$ cat src/rtl/adder_share_pkg.sv
// Shared types and the round-robin pick helper for the adder-sharing arbiter.
package adder_share_pkg;

  localparam int unsigned DATA_W   = 32;
  localparam int unsigned ID_W_MAX = 6;
  localparam int unsigned N_MAX    = 1 << ID_W_MAX;

  typedef struct packed {
    logic [ID_W_MAX-1:0] id;
    logic [DATA_W-1:0]   c;
  } resp_t;

  typedef struct packed {
    logic                found;
    logic [ID_W_MAX-1:0] idx;
  } pick_t;

  // First set request after ptr, wrapping modulo n; n folds to a constant at each call site.
  function automatic pick_t rr_pick(input logic [N_MAX-1:0]    req,
                                    input logic [ID_W_MAX-1:0] ptr,
                                    input int unsigned         n);
    pick_t       p;
    int unsigned idx;
    p = '0;
    for (int unsigned k = 1; k <= N_MAX; k++) begin
      if (k <= n && !p.found) begin
        idx = (32'(ptr) + k) % n;
        if (req[idx[ID_W_MAX-1:0]]) begin
          p.found = 1'b1;
          p.idx   = idx[ID_W_MAX-1:0];
        end
      end
    end
    return p;
  endfunction

endpackage

$ cat src/rtl/adder_share_arb_if.sv
// Requester, adder and response signals of the adder-sharing arbiter.
interface adder_share_arb_if
  import adder_share_pkg::*;
#(
  parameter int unsigned N    = 4,
  parameter int unsigned ID_W = $clog2(N)
);
  logic [N-1:0]        req_valid;
  logic [N-1:0]        req_ready;
  logic [N*DATA_W-1:0] req_a;
  logic [N*DATA_W-1:0] req_b;
  logic [DATA_W-1:0]   add_a;
  logic [DATA_W-1:0]   add_b;
  logic                add_in_valid;
  logic [DATA_W-1:0]   add_c;
  logic                add_out_valid;
  logic                resp_valid;
  logic                resp_ready;
  logic [ID_W-1:0]     resp_id;
  logic [DATA_W-1:0]   resp_c;

  modport slave (
    input  req_valid, req_a, req_b, add_c, add_out_valid, resp_ready,
    output req_ready, add_a, add_b, add_in_valid, resp_valid, resp_id, resp_c
  );

  modport master (
    output req_valid, req_a, req_b, add_c, add_out_valid, resp_ready,
    input  req_ready, add_a, add_b, add_in_valid, resp_valid, resp_id, resp_c
  );
endinterface

$ cat src/rtl/adder_share_resp_fifo.sv
// Response FIFO; credits upstream keep it from ever being pushed while full.
module adder_share_resp_fifo
  import adder_share_pkg::*;
#(
  parameter int unsigned Depth = 4
) (
  input  logic  clk_i,
  input  logic  rst_ni,
  input  logic  push_i,
  input  resp_t data_i,
  input  logic  pop_i,
  output logic  valid_o,
  output resp_t head_o
);
  localparam int unsigned PW = (Depth > 1) ? $clog2(Depth) : 1;
  localparam int unsigned CW = $clog2(Depth + 1);

  resp_t          mem_q [Depth];
  logic [PW-1:0]  wr_q, rd_q;
  logic [CW-1:0]  cnt_q;
  logic           do_pop;

  function automatic logic [PW-1:0] bump(input logic [PW-1:0] p);
    return (p == PW'(Depth - 1)) ? '0 : p + PW'(1);
  endfunction

  assign valid_o = (cnt_q != '0);
  assign head_o  = mem_q[rd_q];
  assign do_pop  = pop_i && valid_o;

  always_ff @(posedge clk_i or negedge rst_ni) begin
    if (!rst_ni) begin
      wr_q  <= '0;
      rd_q  <= '0;
      cnt_q <= '0;
    end else begin
      if (push_i) wr_q <= bump(wr_q);
      if (do_pop) rd_q <= bump(rd_q);
      cnt_q <= cnt_q + CW'(push_i) - CW'(do_pop);
    end
  end

  always_ff @(posedge clk_i) begin
    if (push_i) mem_q[wr_q] <= data_i;
  end

  a_no_overflow: assert property (@(posedge clk_i) disable iff (!rst_ni)
    push_i |-> (cnt_q < CW'(Depth)));

endmodule

$ cat src/rtl/adder_share_arb.sv
// Round-robin sharing of one tagless fixed-latency adder among N requesters.
// Optional stall counter: define ADDER_SHARE_ARB_STALL_CNT_EN.
module adder_share_arb
  import adder_share_pkg::*;
#(
  parameter int unsigned N       = 4,
  parameter int unsigned LATENCY = 1,
  parameter int unsigned DEPTH   = 4,
  parameter int unsigned ID_W    = $clog2(N)
) (
  input  logic              clk,
  input  logic              rst_n,
  adder_share_arb_if.slave  bus
`ifdef ADDER_SHARE_ARB_STALL_CNT_EN
  ,
  output logic [31:0]       stall_cnt
`endif
);
  localparam int unsigned CW = $clog2(DEPTH + 1);

  logic [ID_W-1:0]    ptr_q, ptr_d;
  logic [CW-1:0]      credit_q, credit_d;
  logic [LATENCY-1:0] tag_vld_q;
  logic [ID_W-1:0]    tag_id_q [LATENCY];

  pick_t           pick;
  logic            grant;
  logic [ID_W-1:0] win;
  logic            tail_vld, push, drop, pop, fifo_valid;
  resp_t           push_entry, head;
  logic            unused_bits;

  assign pick  = rr_pick(N_MAX'(bus.req_valid), ID_W_MAX'(ptr_q), N);
  assign grant = pick.found && (credit_q != '0);
  assign win   = pick.idx[ID_W-1:0];

  always_comb begin
    bus.req_ready = '0;
    bus.add_a     = '0;
    bus.add_b     = '0;
    for (int unsigned i = 0; i < N; i++) begin
      if (grant && win == ID_W'(i)) begin
        bus.req_ready[i] = 1'b1;
        bus.add_a        = bus.req_a[i*DATA_W +: DATA_W];
        bus.add_b        = bus.req_b[i*DATA_W +: DATA_W];
      end
    end
    bus.add_in_valid = grant;
  end

  // A tag without a matching adder strobe is dropped and its credit handed back.
  assign tail_vld = tag_vld_q[LATENCY-1];
  assign push     = tail_vld && bus.add_out_valid;
  assign drop     = tail_vld && !bus.add_out_valid;
  assign pop      = fifo_valid && bus.resp_ready;

  assign ptr_d    = grant ? win : ptr_q;
  assign credit_d = credit_q - CW'(grant) + CW'(pop) + CW'(drop);

  always_ff @(posedge clk or negedge rst_n) begin
    if (!rst_n) begin
      ptr_q     <= ID_W'(N - 1);
      credit_q  <= CW'(DEPTH);
      tag_vld_q <= '0;
      for (int unsigned i = 0; i < LATENCY; i++) tag_id_q[i] <= '0;
    end else begin
      ptr_q        <= ptr_d;
      credit_q     <= credit_d;
      tag_vld_q[0] <= grant;
      tag_id_q[0]  <= win;
      for (int unsigned i = 1; i < LATENCY; i++) begin
        tag_vld_q[i] <= tag_vld_q[i-1];
        tag_id_q[i]  <= tag_id_q[i-1];
      end
    end
  end

  assign push_entry = '{id: ID_W_MAX'(tag_id_q[LATENCY-1]), c: bus.add_c};

  adder_share_resp_fifo #(
    .Depth (DEPTH)
  ) u_resp_fifo (
    .clk_i   (clk),
    .rst_ni  (rst_n),
    .push_i  (push),
    .data_i  (push_entry),
    .pop_i   (pop),
    .valid_o (fifo_valid),
    .head_o  (head)
  );

  assign bus.resp_valid = fifo_valid;
  assign bus.resp_id    = head.id[ID_W-1:0];
  assign bus.resp_c     = head.c;
  assign unused_bits    = ^{pick.idx, head.id};

`ifdef ADDER_SHARE_ARB_STALL_CNT_EN
  logic [31:0] stall_q;
  always_ff @(posedge clk or negedge rst_n) begin
    if (!rst_n) begin
      stall_q <= '0;
    end else if (|bus.req_valid && credit_q == '0 && stall_q != '1) begin
      stall_q <= stall_q + 32'd1;
    end
  end
  assign stall_cnt = stall_q;
`endif

  a_credit_bound: assert property (@(posedge clk) disable iff (!rst_n)
    credit_q <= CW'(DEPTH));

endmodule

$ cat src/flat_wrapper.sv
// flat-port wrapper written by rule: the top's interface ports become plain ports
module adder_share_arb_flat import adder_share_pkg::*;
#(
  parameter int unsigned N       = 4,
  parameter int unsigned LATENCY = 1,
  parameter int unsigned DEPTH   = 4,
  parameter int unsigned ID_W    = $clog2(N)
)
  (clk, rst_n, bus_req_valid, bus_req_a, bus_req_b, bus_add_c, bus_add_out_valid, bus_resp_ready, bus_req_ready, bus_add_a, bus_add_b, bus_add_in_valid, bus_resp_valid, bus_resp_id, bus_resp_c);
  adder_share_arb_if #(.N(N), .ID_W(ID_W)) bus_i ();
  input  logic clk;
  input  logic rst_n;
  input wire logic [$bits(bus_i.req_valid)-1:0] bus_req_valid;
  input wire logic [$bits(bus_i.req_a)-1:0] bus_req_a;
  input wire logic [$bits(bus_i.req_b)-1:0] bus_req_b;
  input wire logic [$bits(bus_i.add_c)-1:0] bus_add_c;
  input wire logic [$bits(bus_i.add_out_valid)-1:0] bus_add_out_valid;
  input wire logic [$bits(bus_i.resp_ready)-1:0] bus_resp_ready;
  output wire logic [$bits(bus_i.req_ready)-1:0] bus_req_ready;
  output wire logic [$bits(bus_i.add_a)-1:0] bus_add_a;
  output wire logic [$bits(bus_i.add_b)-1:0] bus_add_b;
  output wire logic [$bits(bus_i.add_in_valid)-1:0] bus_add_in_valid;
  output wire logic [$bits(bus_i.resp_valid)-1:0] bus_resp_valid;
  output wire logic [$bits(bus_i.resp_id)-1:0] bus_resp_id;
  output wire logic [$bits(bus_i.resp_c)-1:0] bus_resp_c;
  assign bus_i.req_valid = bus_req_valid;
  assign bus_i.req_a = bus_req_a;
  assign bus_i.req_b = bus_req_b;
  assign bus_i.add_c = bus_add_c;
  assign bus_i.add_out_valid = bus_add_out_valid;
  assign bus_i.resp_ready = bus_resp_ready;
  assign bus_req_ready = bus_i.req_ready;
  assign bus_add_a = bus_i.add_a;
  assign bus_add_b = bus_i.add_b;
  assign bus_add_in_valid = bus_i.add_in_valid;
  assign bus_resp_valid = bus_i.resp_valid;
  assign bus_resp_id = bus_i.resp_id;
  assign bus_resp_c = bus_i.resp_c;
  adder_share_arb #(.N(N), .LATENCY(LATENCY), .DEPTH(DEPTH), .ID_W(ID_W)) u_core (.clk(clk), .rst_n(rst_n), .bus(bus_i));
endmodule
$ cat config.mk
export PLATFORM = sky130hd
export DESIGN_NAME = adder_share_arb_flat
export DESIGN_NICKNAME = d
export VERILOG_FILES = /design/src/rtl/adder_share_pkg.sv /design/src/rtl/adder_share_arb_if.sv /design/src/rtl/adder_share_resp_fifo.sv /design/src/rtl/adder_share_arb.sv /design/src/flat_wrapper.sv
export SDC_FILE = /design/constraint.sdc
export NUM_CORES = 1
export LEC_CHECK = 0
export ABC_AREA = 1
export CORE_MARGIN = 8
export CORE_UTILIZATION = 35
export DETAILED_ROUTE_END_ITERATION = 10
export MAX_ROUTING_LAYER = met4
export PLACE_DENSITY_LB_ADDON = 0.15
export SLEW_MARGIN = 20
export SYNTH_ARGS = -nofsm -noshare
export SYNTH_HDL_FRONTEND = slang
export SYNTH_SLANG_ARGS = --single-unit
$ cat constraint.sdc
create_clock -name clk -period 3.3 [get_ports clk]
set_input_delay 0.825 -clock clk [delete_from_list [all_inputs] [get_ports clk]]
set_output_delay 0.825 -clock clk [all_outputs]
set_load 0.02 [all_outputs]
* Word level (Yosys, flattened, before mapping)
Memory sizes are Yosys's and may differ from the RTL's. Cells that the tools add are included.
Storage, ports and cells: memory bits (writable) 136, input bits 296, register bits 15, word-level logic and storage cells 72, memories 1, output and inout port bits 104
Memory list:
- u_core.u_resp_fifo.mem_q | depth 4, width 34, read ports 1, clocked after Yosys merged registers in 0, wr ports 1, line adder_share_resp_fifo.sv:18 | resp_t mem_q [Depth];
Cells by class: reductions and logical operators 13, equality and inequality tests 5, order comparisons 4, multiplexer cells 31, add/subtract/negate cells 11
Operators by type and width (count):
- $mux 32 | 8
- $mux 7 | 7
- $lt 2x7->1 const B | 4
- $mux 1 | 10
- $add 3x1->3 | 3
- $logic_and 1x1->1 | 9
- $add 2x1->2 const B | 4
- $bmux 1 s2 | 4
- $eq 2x2->1 const B | 4
- $reduce_bool 3->1 | 2
- $sub 3x1->3 | 2
- $add 2x2->2 const B | 2
- $mux 2 | 2
- $eq 2x1->1 const B | 1
- $logic_not 2->1 | 1
- $logic_not 1->1 | 1

* Logic depth before layout (Yosys ltp)
depth in word-level cells 16, mapped depth 17, mapped depth without buffers 15

* Cells and area by module
A second synthesis with hierarchy kept.
Second synthesis, totals: cells, all modules 958, area, all modules 9201.3 µm²
By module, submodules not included:
- adder_share_resp_fifo | cells an instance 494, area each 6610.1 µm², seq. area each 4739.5 µm², instances 1
- adder_share_arb | cells an instance 464, area each 2591.2 µm², seq. area each 203.9 µm², instances 1

* Worst setup path after synthesis
Ideal clock, no wire load.
path type input to register, from input port bus_req_valid[3], to register u_core.credit_q[2], buffers on the path 1, library setup time 0.075 ns, setup slack -0.020 ns, arrival 3.246 ns, data required time 3.225 ns, stages on the path 15, cell sequence inv_1 -> nand2_1 -> nand3_1 -> nand2_2 -> nor2_4 -> nand3_1 -> nand2_2 -> inv_2 -> clkbuf_1 -> ha_1 -> inv_1 -> fa_1 -> fa_1 -> xnor2_1 -> xor2_1
Between the ends: cells in the longest elaborated chain, start to end 10, elaborated cells on any way between the ends 19, classes of those cells 3 x add/sub; 15 x mux; 1 x reduce/logical
Ends and longest elaborated chain:
- start: declaration | line flat_wrapper.sv:13 | input wire logic [$bits(bus_i.req_valid)-1:0] bus_req_valid;
- $bmux 1 s2 | line adder_share_pkg.sv:28 | if (req[idx[ID_W_MAX-1:0]]) begin
- $mux 1 (implied by the code) | line adder_share_pkg.sv:28
- $mux 7 | line adder_share_pkg.sv:28
- $mux 7 (2 in a row) | line adder_share_pkg.sv:26 | if (k <= n && !p.found) begin
- $mux 7 * | line adder_share_pkg.sv:26
- $logic_and 1x1->1 * | line adder_share_arb.sv:34 | assign grant = pick.found && (credit_q != '0);
- named net bus_add_in_valid | line flat_wrapper.sv:22 | output wire logic [$bits(bus_i.add_in_valid)-1:0] bus_add_in_valid;
- $sub 3x1->3 * | line adder_share_arb.sv:58 | assign credit_d = credit_q - CW'(grant) + CW'(pop) + CW'(drop);
- $add 3x1->3 * (2 in a row) | line adder_share_arb.sv:58
- named net u_core.credit_d[2] | line adder_share_arb.sv:22 | logic [CW-1:0] credit_q, credit_d;
- end signal: assignment | line adder_share_arb.sv:63 | credit_q <= CW'(DEPTH);
- end signal: assignment | line adder_share_arb.sv:68 | credit_q <= credit_d;
- end: declaration | line adder_share_arb.sv:22
Mark *: on every way through the listed nets, which the timed path passes. The rest lies on a longest branch. The select of a mux whose other input is x is not followed. A chain may end at the register's enable or synchronous reset.

==> run summary <==
The total of buffers placed on input and output ports is 399. Once placement completed, the tool counted placed cells totaling 1,521. The logs give 9 for the first-pass iteration count of the detailed router and 0.42 ns for the clock latency on the worst-skew pair.

The routed design could run at a clock period as short as 3.71 ns. Derived from the worst setup path, the maximum achievable clock frequency is 0.270 GHz. The pre-CTS setup slack is -0.923 ns, and the routed via count divided by cell count is 5.42.

The library cells used most frequently in the layout, excluding fill and tap cells, are sky130_fd_sc_hd__clkdlybuf4s50_1, sky130_fd_sc_hd__edfxtp_1, sky130_fd_sc_hd__nand4_1. The number of buffers inserted by hold repair at cts came out at 0. Traced cell by cell, the critical path runs through buf_6 > nand2_1 > nand2_2 > nand2_2 > nand2_2 > nor2_4 > buf_6 > nand3_4 > nand3_4 > buf_6 > nor2_4 > buf_12 > buf_12 > buf_12 > nand3_1 > nand4_1 > buf_6.

The final critical path takes up 112% of the cycle. Number of top-level design ports: 400. Summing all placed instances gives a cell area of 12,900 µm². The run gives 724 as the initial detailed-routing violation count. Averaged over all synthesized cells, the footprint is 9.65 µm².

The largest stage delay on the critical path is 0.64 ns, and the critical path data required time is 2.47 ns. In this run the remaining antenna-violating nets after routing total 0. The area growth from synthesis to final layout came out at 83.1%. For this run, design rule violations remaining after detail routing come to 0. The Yosys step of the flow raised 0 warnings.

The final instance area is 14,700 µm². TritonCTS created 17 clock buffers. Wire segments on met2 add up to 20,400 µm in the final route.

After clock tree synthesis, the clock-pin slew on the worst setup and hold paths is 0.06 ns. The slew at the pin with the worst max-slew slack was 0.733 ns. Setup violations remaining at the end of the flow were counted as 67.

The worst path setup slack after routing came out at -0.405 ns. The run gives 0 as the count of endpoints failing hold in the final timing report. The top fanout value on the critical path is 7, and the first-pass GRT wire length is 54,600 µm.

TritonCTS built the clock tree. The run gives 29,700 µm as the half-perimeter wire length after detailed placement. The floorplan die area is 28,100 µm². The maximum clock insertion buffer count was 2; the worst clock skew was 0.0132 ns. Entering global routing, the biggest net connects 71 pins.

Leading area contributor after synthesis: sky130_fd_sc_hd__edfxtp_1. The die is 168 µm tall. Counting every net in the synthesized netlist gives 1,140.

The starting density of the core was 35.6%; the total number of H-tree levels was 4. The initial antenna violation count is 12. After global routing the overflow that remains totals 0. For this block, the via count after detailed routing is 8,738. The detailed router put a total of 14,100 µm of wire on met1. Cells with a size suffix above 1 make up 25.2% of the layout. The logs give 55 for the number of placement rows and 3100 µm for the routed length on met3.

Setup repair after global routing could not meet its margin everywhere. The logs give 1,839 for the filler cell count and 0 for the number of pins with negative max-slew slack in the final report. Yosys mapped the design onto 30 distinct sky130hd cell types. The arrival time at the worst endpoint was 2.88 ns. The average detailed-routed wire length per instance is 24.5 µm.

In this run the tightest slew margin relative to its limit is 51.0%. Of the post-synthesis cell area, the dominant cell type holds 50.8%. Ranked by total cell area, the synthesized netlist is headed by sky130_fd_sc_hd__edfxtp_1, sky130_fd_sc_hd__nand4_1, sky130_fd_sc_hd__nand3_1. CTS saw 151 sinks. The final reports fail on negative setup slack. For the post-synthesis sequential area ratio, the log shows 55.5%. The category of the critical setup timing path is reg -> out. The cell seen most often among critical-path stages is sky130_fd_sc_hd__buf_6.

The run gives 833 as the count of mapped cells out of synthesis. STA classifies the critical path startpoint as a flop. Slowest cell on the critical path: sky130_fd_sc_hd__dfstp_2. The floorplan step defined a core boundary enclosing 22,600 µm². The tree is rooted in a sky130_fd_sc_hd__clkbuf_16. The worst setup path is captured at a primary output.

The number of non-filler instances in the completed layout was 1,611; the post-synthesis sequential element count was 151. The run finished, with violations left. The logs give -22.49 ns for the accumulated negative setup slack and 8040 µm² for the area of the mapped netlist. The library cell used most frequently in the layout, excluding fill and tap cells, is sky130_fd_sc_hd__clkdlybuf4s50_1. The worst hold path belongs to the class reg -> reg. The number of nets in the final layout came out at 1,608.

Global routing used 27.1% of the available tracks across all layers. Via count of the first global-routing pass: 8,853. The uppermost metal layer occupied by signal nets is met4. The die is 168 µm wide. The logs give 39,500 µm for the total routed wirelength and 0.984 for the final estimated routing congestion in global placement.

The reported max-cap violation count was 0.
==> metrics by stage <==
stage / hold WS (ns) / utilization, %
floorplan: 0.407 / -
global placement: 0.437 / 56.9
detailed placement: 0.436 / 56.9
CTS: 0.458 / 62.1
global route: 0.477 / 65.2
finish: 0.465 / 65.2
==> Yosys cell counts <==
| cell | number |
|---|---|
| sky130_fd_sc_hd__edfxtp_1 | 136 |
| sky130_fd_sc_hd__nand3_1 | 134 |
| sky130_fd_sc_hd__nand4_1 | 128 |
| sky130_fd_sc_hd__nand2_1 | 98 |
| sky130_fd_sc_hd__nor2_1 | 76 |
| sky130_fd_sc_hd__o21ai_0 | 73 |
| sky130_fd_sc_hd__o22ai_1 | 34 |
| sky130_fd_sc_hd__clkbuf_1 | 29 |
| sky130_fd_sc_hd__inv_1 | 24 |
| sky130_fd_sc_hd__buf_2 | 23 |
| sky130_fd_sc_hd__buf_6 | 14 |
| sky130_fd_sc_hd__dfrtp_1 | 12 |
| sky130_fd_sc_hd__ha_1 | 8 |
| sky130_fd_sc_hd__buf_1 | 6 |
| sky130_fd_sc_hd__inv_2 | 6 |
| sky130_fd_sc_hd__nand2_2 | 6 |
| sky130_fd_sc_hd__a21oi_1 | 3 |
| sky130_fd_sc_hd__buf_4 | 3 |
| sky130_fd_sc_hd__dfstp_2 | 3 |
| sky130_fd_sc_hd__fa_1 | 3 |
| sky130_fd_sc_hd__xnor2_1 | 3 |
| sky130_fd_sc_hd__nand3_2 | 2 |
| sky130_fd_sc_hd__nor2_2 | 2 |
| sky130_fd_sc_hd__and2_0 | 1 |
| sky130_fd_sc_hd__inv_4 | 1 |
| sky130_fd_sc_hd__nand3_4 | 1 |
| sky130_fd_sc_hd__nor2_4 | 1 |
| sky130_fd_sc_hd__nor3_1 | 1 |
| sky130_fd_sc_hd__or3_1 | 1 |
| sky130_fd_sc_hd__xor2_1 | 1 |
==> what timing repair did <==
item | 4_1_cts | 5_1_grt
buffers inserted | 24 | 10
gates cloned | 6 | 6
hold endpoints to repair | 0 | 0
pin swaps | 33 | 69
endpoints found under the setup margin | 73 | 73
gates resized for setup | 393 | 119
==> registers in the layout, summed over array words and instances, names as in the netlist <==
| signal | flops |
|---|---|
| u_core.ptr_q | 2 |
| u_core.tag_vld_q | 1 |
| u_core.tag_id_q | 2 |
| u_core.u_resp_fifo.wr_q | 2 |
| u_core.credit_q | 3 |
| u_core.u_resp_fifo.cnt_q | 3 |
| u_core.u_resp_fifo.rd_q | 2 |
| u_core.u_resp_fifo.mem_q | 136 |
==> final cells by class <==
type | instances | area (µm²) | share of cell area [%]
flip-flops and latches | 151 | 4460 | 30.3
well taps | 285 | 357 | 2.42
multi-input cells | 577 | 3470 | 23.6
diodes | 12 | 30.0 | 0.204
repair buffers | 523 | 5670 | 38.5
clock inverters | 15 | 173 | 1.17
clock buffers | 17 | 425 | 2.89
inverters | 31 | 128 | 0.867
==> layer usage <==
metal	track usage [%]	vias up
met5	-	-
met4	14.0	0
met3	7.19	78
met2	46.4	428
met1	28.4	4168
li1	-	4064
==> cell families (layout without fill, tap and decap cells) <==
group                    Yosys count  in the layout  share of synthesized area [%]
buffers and inverters            106            586                           6.79
adder cells (fa/ha/maj)           11             11                           1.99
AO/OA/AOI/OAI                    110            110                           7.38
XOR/XNOR                           4              4                          0.436
flip-flops                       151            151                           55.5
AND/OR/NAND/NOR                  451            452                           27.9
other                              0             12                              0
==> critical path, delay by kind of cell, from the launching register on <==
| family | cells | cell delay, ns |
|---|---|---|
| buf+inv | 7 | 0.96 |
| flops | 1 | 0.64 |
| simple gates | 10 | 0.85 |
==> final timing paths <==
path                                    start  depth (start not counted)                     endpoint  slack, ns
setup / recovery              u_core.ptr_q[0]                         17                bus_add_a[18]      -0.41
hold / removal             u_core.credit_q[1]                          1           u_core.credit_q[2]       0.46
setup reg to reg              u_core.ptr_q[0]                         17           u_core.credit_q[2]       0.10
hold reg to reg            u_core.credit_q[1]                          1           u_core.credit_q[2]       0.46
max in group asynchronous               rst_n                          1   u_core.u_resp_fifo.rd_q[0]       1.95
min in group asynchronous               rst_n                          1  u_core.u_resp_fifo.cnt_q[1]       0.84
Power is left out: the tool's default activity adds up to more than one toggle a clock period on the data nets, which glitch-free logic cannot reach.
